**config.mk**
```make
export PLATFORM = sky130hd
export DESIGN_NAME = dual_issue_scheduler
export DESIGN_NICKNAME = d
export VERILOG_FILES = /design/src/rtl/dual_issue_scheduler.sv
export SDC_FILE = /design/constraint.sdc
export NUM_CORES = 1
export LEC_CHECK = 0
export BUFFER_PORTS_ARGS = -buffer_cell sky130_fd_sc_hd__buf_2
export CORE_MARGIN = 4
export CORE_UTILIZATION = 40
export CTS_CLUSTER_SIZE = 30
export DETAILED_ROUTE_END_ITERATION = 6
export PLACE_DENSITY_LB_ADDON = 0.25
export SLEW_MARGIN = 15
export SYNTH_ARGS = -nofsm -noshare
export SYNTH_HDL_FRONTEND = slang
export SYNTH_SLANG_ARGS = --single-unit
```
**constraint.sdc**
```tcl
create_clock -name clk -period 3.3 [get_ports clk]
set_clock_uncertainty 0.15 [all_clocks]
set_input_delay 0 -clock clk [delete_from_list [all_inputs] [get_ports clk]]
set_output_delay 0 -clock clk [all_outputs]
set_load 0.02 [all_outputs]
```
**src/rtl/dual_issue_scheduler.sv**
```systemverilog
// Two-wide issue controller: 2-entry issue buffer, pairwise hazard checks and a
// per-register load-latency countdown scoreboard driving registered slot enables.
module dual_issue_scheduler #(
    parameter int unsigned LOAD_LAT = 2,
    parameter int unsigned NREGS    = 32
) (
    input  logic        clk,
    input  logic        rst,
    input  logic        fetch_valid,
    input  logic [31:0] fetch_ins0,
    input  logic [31:0] fetch_ins1,
    input  logic        fetch_ins1_valid,
    output logic        fetch_ready,
    input  logic        flush,
    output logic [31:0] instruction0,
    output logic [31:0] instruction1,
    output logic        datapath_1_enable,
    output logic        datapath_2_enable,
    output logic        freeze1,
    output logic        freeze2
);

    localparam logic [31:0] NOP = 32'h0000_0013;
    localparam logic [2:0]  LAT = 3'(LOAD_LAT);

    typedef enum logic [1:0] {EMPTY, SINGLE, PAIR} occ_t;

    occ_t        state, state_nx;
    logic [31:0] b0, b1, b0_nx, b1_nx;
    logic        b0_v, b1_v;
    logic [2:0]  sb_cnt [NREGS];
    logic [NREGS-1:0] busy;
    logic        blocked0, blocked1, pair_hazard;
    logic        issue0, issue1, drain, set_load;

    function automatic logic writes_rd(input logic [31:0] ins);
        logic [6:0] op;
        op = ins[6:0];
        return (ins[11:7] != 5'd0) &&
               (op == 7'b0110011 || op == 7'b0010011 || op == 7'b0000011 ||
                op == 7'b0110111 || op == 7'b0010111 || op == 7'b1101111 ||
                op == 7'b1100111);
    endfunction

    function automatic logic reads_rs1(input logic [31:0] ins);
        return !(ins[6:0] == 7'b0110111 || ins[6:0] == 7'b0010111 ||
                 ins[6:0] == 7'b1101111);
    endfunction

    function automatic logic reads_rs2(input logic [31:0] ins);
        return ins[6:0] == 7'b0110011 || ins[6:0] == 7'b0100011 ||
               ins[6:0] == 7'b1100011;
    endfunction

    function automatic logic is_mem(input logic [31:0] ins);
        return ins[6:0] == 7'b0000011 || ins[6:0] == 7'b0100011;
    endfunction

    function automatic logic is_ctrl(input logic [31:0] ins);
        return ins[6:0] == 7'b1100011 || ins[6:0] == 7'b1101111 ||
               ins[6:0] == 7'b1100111;
    endfunction

    assign b0_v = (state != EMPTY);
    assign b1_v = (state == PAIR);

    always_comb begin
        for (int unsigned i = 0; i < NREGS; i++) begin
            busy[i] = (sb_cnt[i] != 3'd0);
        end
    end

    always_comb begin
        blocked0 = (reads_rs1(b0) && busy[b0[19:15]]) ||
                   (reads_rs2(b0) && busy[b0[24:20]]) ||
                   (writes_rd(b0) && busy[b0[11:7]]);
        blocked1 = (reads_rs1(b1) && busy[b1[19:15]]) ||
                   (reads_rs2(b1) && busy[b1[24:20]]) ||
                   (writes_rd(b1) && busy[b1[11:7]]);
        pair_hazard = writes_rd(b0) &&
                      ((reads_rs1(b1) && b1[19:15] == b0[11:7]) ||
                       (reads_rs2(b1) && b1[24:20] == b0[11:7]) ||
                       (writes_rd(b1) && b1[11:7] == b0[11:7]));
        issue0 = b0_v && !blocked0;
        issue1 = issue0 && b1_v && !blocked1 && !pair_hazard &&
                 !is_mem(b1) && !is_ctrl(b0);
        drain  = (!b0_v || issue0) && (!b1_v || issue1);
        set_load = issue0 && !flush && b0[6:0] == 7'b0000011 && writes_rd(b0);
    end

    // Buffer occupancy next-state; a flush still completes the fetch handshake but drops the pair.
    always_comb begin
        state_nx    = state;
        b0_nx       = b0;
        b1_nx       = b1;
        fetch_ready = !rst && (flush || drain);
        if (flush) begin
            state_nx = EMPTY;
        end else if (drain) begin
            if (fetch_valid) begin
                b0_nx    = fetch_ins0;
                b1_nx    = fetch_ins1;
                state_nx = fetch_ins1_valid ? PAIR : SINGLE;
            end else begin
                state_nx = EMPTY;
            end
        end else if (issue0) begin
            b0_nx    = b1;
            state_nx = SINGLE;
        end
    end

    always_ff @(posedge clk) begin
        if (rst) begin
            state             <= EMPTY;
            b0                <= NOP;
            b1                <= NOP;
            instruction0      <= NOP;
            instruction1      <= NOP;
            datapath_1_enable <= 1'b0;
            datapath_2_enable <= 1'b0;
            freeze1           <= 1'b0;
            freeze2           <= 1'b0;
        end else begin
            state             <= state_nx;
            b0                <= b0_nx;
            b1                <= b1_nx;
            datapath_1_enable <= issue0 && !flush;
            datapath_2_enable <= issue1 && !flush;
            freeze1           <= b0_v && !issue0 && !flush;
            freeze2           <= b1_v && !issue1 && !flush;
            if (issue0 && !flush) instruction0 <= b0;
            if (issue1 && !flush) instruction1 <= b1;
        end
    end

    // A fresh load overrides the countdown of its own rd; everything else counts down.
    always_ff @(posedge clk) begin
        for (int unsigned i = 0; i < NREGS; i++) begin
            if (rst) begin
                sb_cnt[i] <= 3'd0;
            end else if (set_load && b0[11:7] == 5'(i)) begin
                sb_cnt[i] <= LAT;
            end else if (sb_cnt[i] != 3'd0) begin
                sb_cnt[i] <= sb_cnt[i] - 3'd1;
            end
        end
    end

endmodule

```
==> results_dict.tcl <==
set metrics [dict create \
    status "finished, violations left" \
    violations "negative setup slack" \
    crit_fanout 7 \
    core.rowCount 65 \
    cts_tree "yes" \
    portBuffers 137 \
    routed_wl_um 39600 \
    worst_hold_startpoint "fetch_ins1[0]" \
    p_per_area_nw_per_um2 757 \
    end_kind "flop" \
    antenna_cells 0 \
    antenna_found_initial 0 \
    postPlaceCellArea_um2 15100 \
    vdd_ir_drop_max_v 0.000386 \
    worst_slack_ns -0.143 \
    syn-num-nets 1389 \
    antenna_left 0 \
    fin_crit_sh_pct 104 \
    drv_slew 0 \
    ys_ff_latch 230 \
    initial_utilization_pct 40.9 \
    clockRootBuffer "clkbuf_16" \
    vias 10800 \
    grt_max_degree 101 \
    worstSetupPathType "reg -> reg" \
    tritoncts_num_sinks 230 \
    ys_seq_area_share_pct 42.8 \
    fillCellCount 2689 \
    die_w_um 188 \
    min_path_cells 4 \
    leakagePower_nw 7.65 \
    first_pass_iters 5 \
    maxCapViolations 0 \
    drive_gt1_share_pct 40.0 \
    via_per_inst 5.30 \
    stdcell_area_um2 18300 \
    rr_worst_depth 16 \
    layout_commonest_cell "buf_4" \
    clockBufferDepth 3 \
    cts_made_buffers 26 \
    path_clk_slew_ns 0.06 \
    final-seq-area_um2 5570 \
    synthesis.yosys.warnings 0 \
    fp.dieH_um 188 \
    coreArea_um2 31800 \
    clk_latency_ns 0.54 \
    grt_pass1_wl_um 60300 \
    dp_cells 1879 \
    rsz0062_at_grt "true" \
    r2r-start "sb_cnt[1][18]" \
    worstReg2RegEnd "b1[0]" \
    syn_area_per_cell_um2 10.4 \
    setup_violations 68 \
    dpl.hpwl_um 27100 \
    r2r_setup_slack_ns -0.14 \
    postSynth.asyncResetShare_pct 0 \
    wl_per_cell_um 19.4 \
    area_growth_pct 40.9 \
    worst_slew_pin_slew_ns 1.01 \
    synth_area_um2 13000 \
    timing.slew.headroom_pct 31.8 \
    synth-edff-count 96 \
    synth.distinct_cells 73 \
    fin_crit_ns 3.44 \
    utilization_pct 57.6 \
    grt_overflow 0 \
    multiInputGateArea_um2 7420 \
    hold_viol 0 \
    startpoint_type "flop" \
    hold_end "b1[0]" \
    crit_required_ns 3.54 \
    layout_common_cells "buf_4, buf_2, dfxtp_1, inv_1, mux2i_1" \
    synthCells 1256 \
    instances_no_fill 2042 \
    htreeDepth 1 \
    ios 138 \
    nNetsFinal 1721 \
    synth_ff_type "dfxtp_1" \
    die-area_um2 35500 \
    yosysTopAreaCell "edfxtp_1" \
    ys_top_cells_by_area "edfxtp_1, dfxtp_1, mux2i_1" \
    drt_iter0_markers 576 \
    track_usage_pct 20.8 \
    arrival_ns 3.68 \
    tns_ns -7.11 \
    fmax_mhz 290 \
    first_global_vias 10900 \
    hp-class "in -> reg" \
    yosysTopAreaCellShare_pct 22.2 \
    holdWs_ns 0.0682 \
    gp_congestion 0.917 \
    drc_errors 0 \
]
[metrics by stage]
step	total power (W)	worst slack [ns]
floorplan	0.00746	0.0265
global placement	0.00954	-0.398
detailed placement	0.00964	-0.451
CTS	0.0133	-0.147
global route	0.0148	-0.244
finish	0.0139	-0.143
[power breakdown]
part,internal (W),switching (W)
combinational,0.00375,0.00316
sequential,0.00381,0.000314
clock,0.00169,0.00117
[state kept, by name (all words and copies together) (netlist names)]
name,flops
state,2
instruction1,32
sb_cnt,96
b0,32
freeze2,1
datapath_1_enable,1
instruction0,32
b1,32
freeze1,1
datapath_2_enable,1
[layer usage]
layer | up-vias | GRT usage, % | wire (um)
li1 | 5130 | - | -
met1 | 5257 | 27.2 | 16700
met2 | 355 | 35.6 | 19100
met3 | 80 | 3.58 | 2410
met4 | 0 | 6.14 | 1280
met5 | - | 0 | 0
[cells in the mapped netlist (11+ instances only)]
library cell  instances
a21oi_1              42
a221oi_2             26
buf_1                11
buf_2                26
clkbuf_1             60
dfxtp_1             134
edfxtp_1             96
ha_1                 64
inv_1               131
mux2i_1             115
mux4_2               40
nand2_1              54
nand2b_1             33
nand3_1              40
nor2_1               76
nor2b_1              33
nor3_1               73
o22a_1               29
or2_2                31
xnor2_1              11
[worst max-delay path, stage by stage, from the launching register on]
cell and delay [ns]:
edfxtp_1 0.34, inv_1 0.05, ha_2 0.18, ha_4 0.18, mux4_2 0.50, o2bb2ai_2 0.14, a2111oi_2 0.38, a32oi_2 0.10
nand4_1 0.17, nor2_2 0.07, buf_6 0.13, buf_6 0.11, o2111ai_4 0.21, buf_12 0.17, clkbuf_16 0.16, mux2i_1 0.19
nand2_1 0.06
[layout make-up]
cell class | count | share of cell area [%]
Clock buffer | 40 | 4.43
Clock inverter | 7 | 0.198
Inverter | 132 | 2.70
Multi-Input combinational cell | 780 | 40.5
Sequential cell | 230 | 30.4
Tap cell | 435 | 2.97
Timing Repair Buffer | 418 | 18.8
[how the worst max path moves through the flow]
stage,from,end,slack (ns),depth (start not counted)
5_1_grt,sb_cnt[1][0],b1[6],-0.24,16
2_1_floorplan,sb_cnt[0][24],b0[25],0.03,15
3_3_place_gp,sb_cnt[0][0],sb_cnt[0][30],-0.40,12
3_5_place_dp,sb_cnt[1][0],sb_cnt[0][30],-0.45,12
4_1_cts,sb_cnt[0][37],fetch_ready,-0.15,15
6_report,sb_cnt[1][18],b1[0],-0.14,16
[logic make-up (layout without fill, tap and decap cells)]
logic type,Yosys count,after routing,share of synthesized area (%)
compound gates,148,148,9.79
xor+xnor,15,15,1.01
fa+ha+maj,64,64,6.16
buf+inv,246,597,8.19
flops,230,230,42.8
mux,163,163,16.5
simple gates,390,390,15.6
[repair_timing]
action,4_1_cts,5_1_grt
gates resized for setup,115,120
endpoints found under the setup margin,251,244
buffers inserted,18,15
hold buffers,76,0
cloned,1,8
endpoints found under the hold margin,92,0
pin swaps,26,44
(Power assumes the default switching activity.)
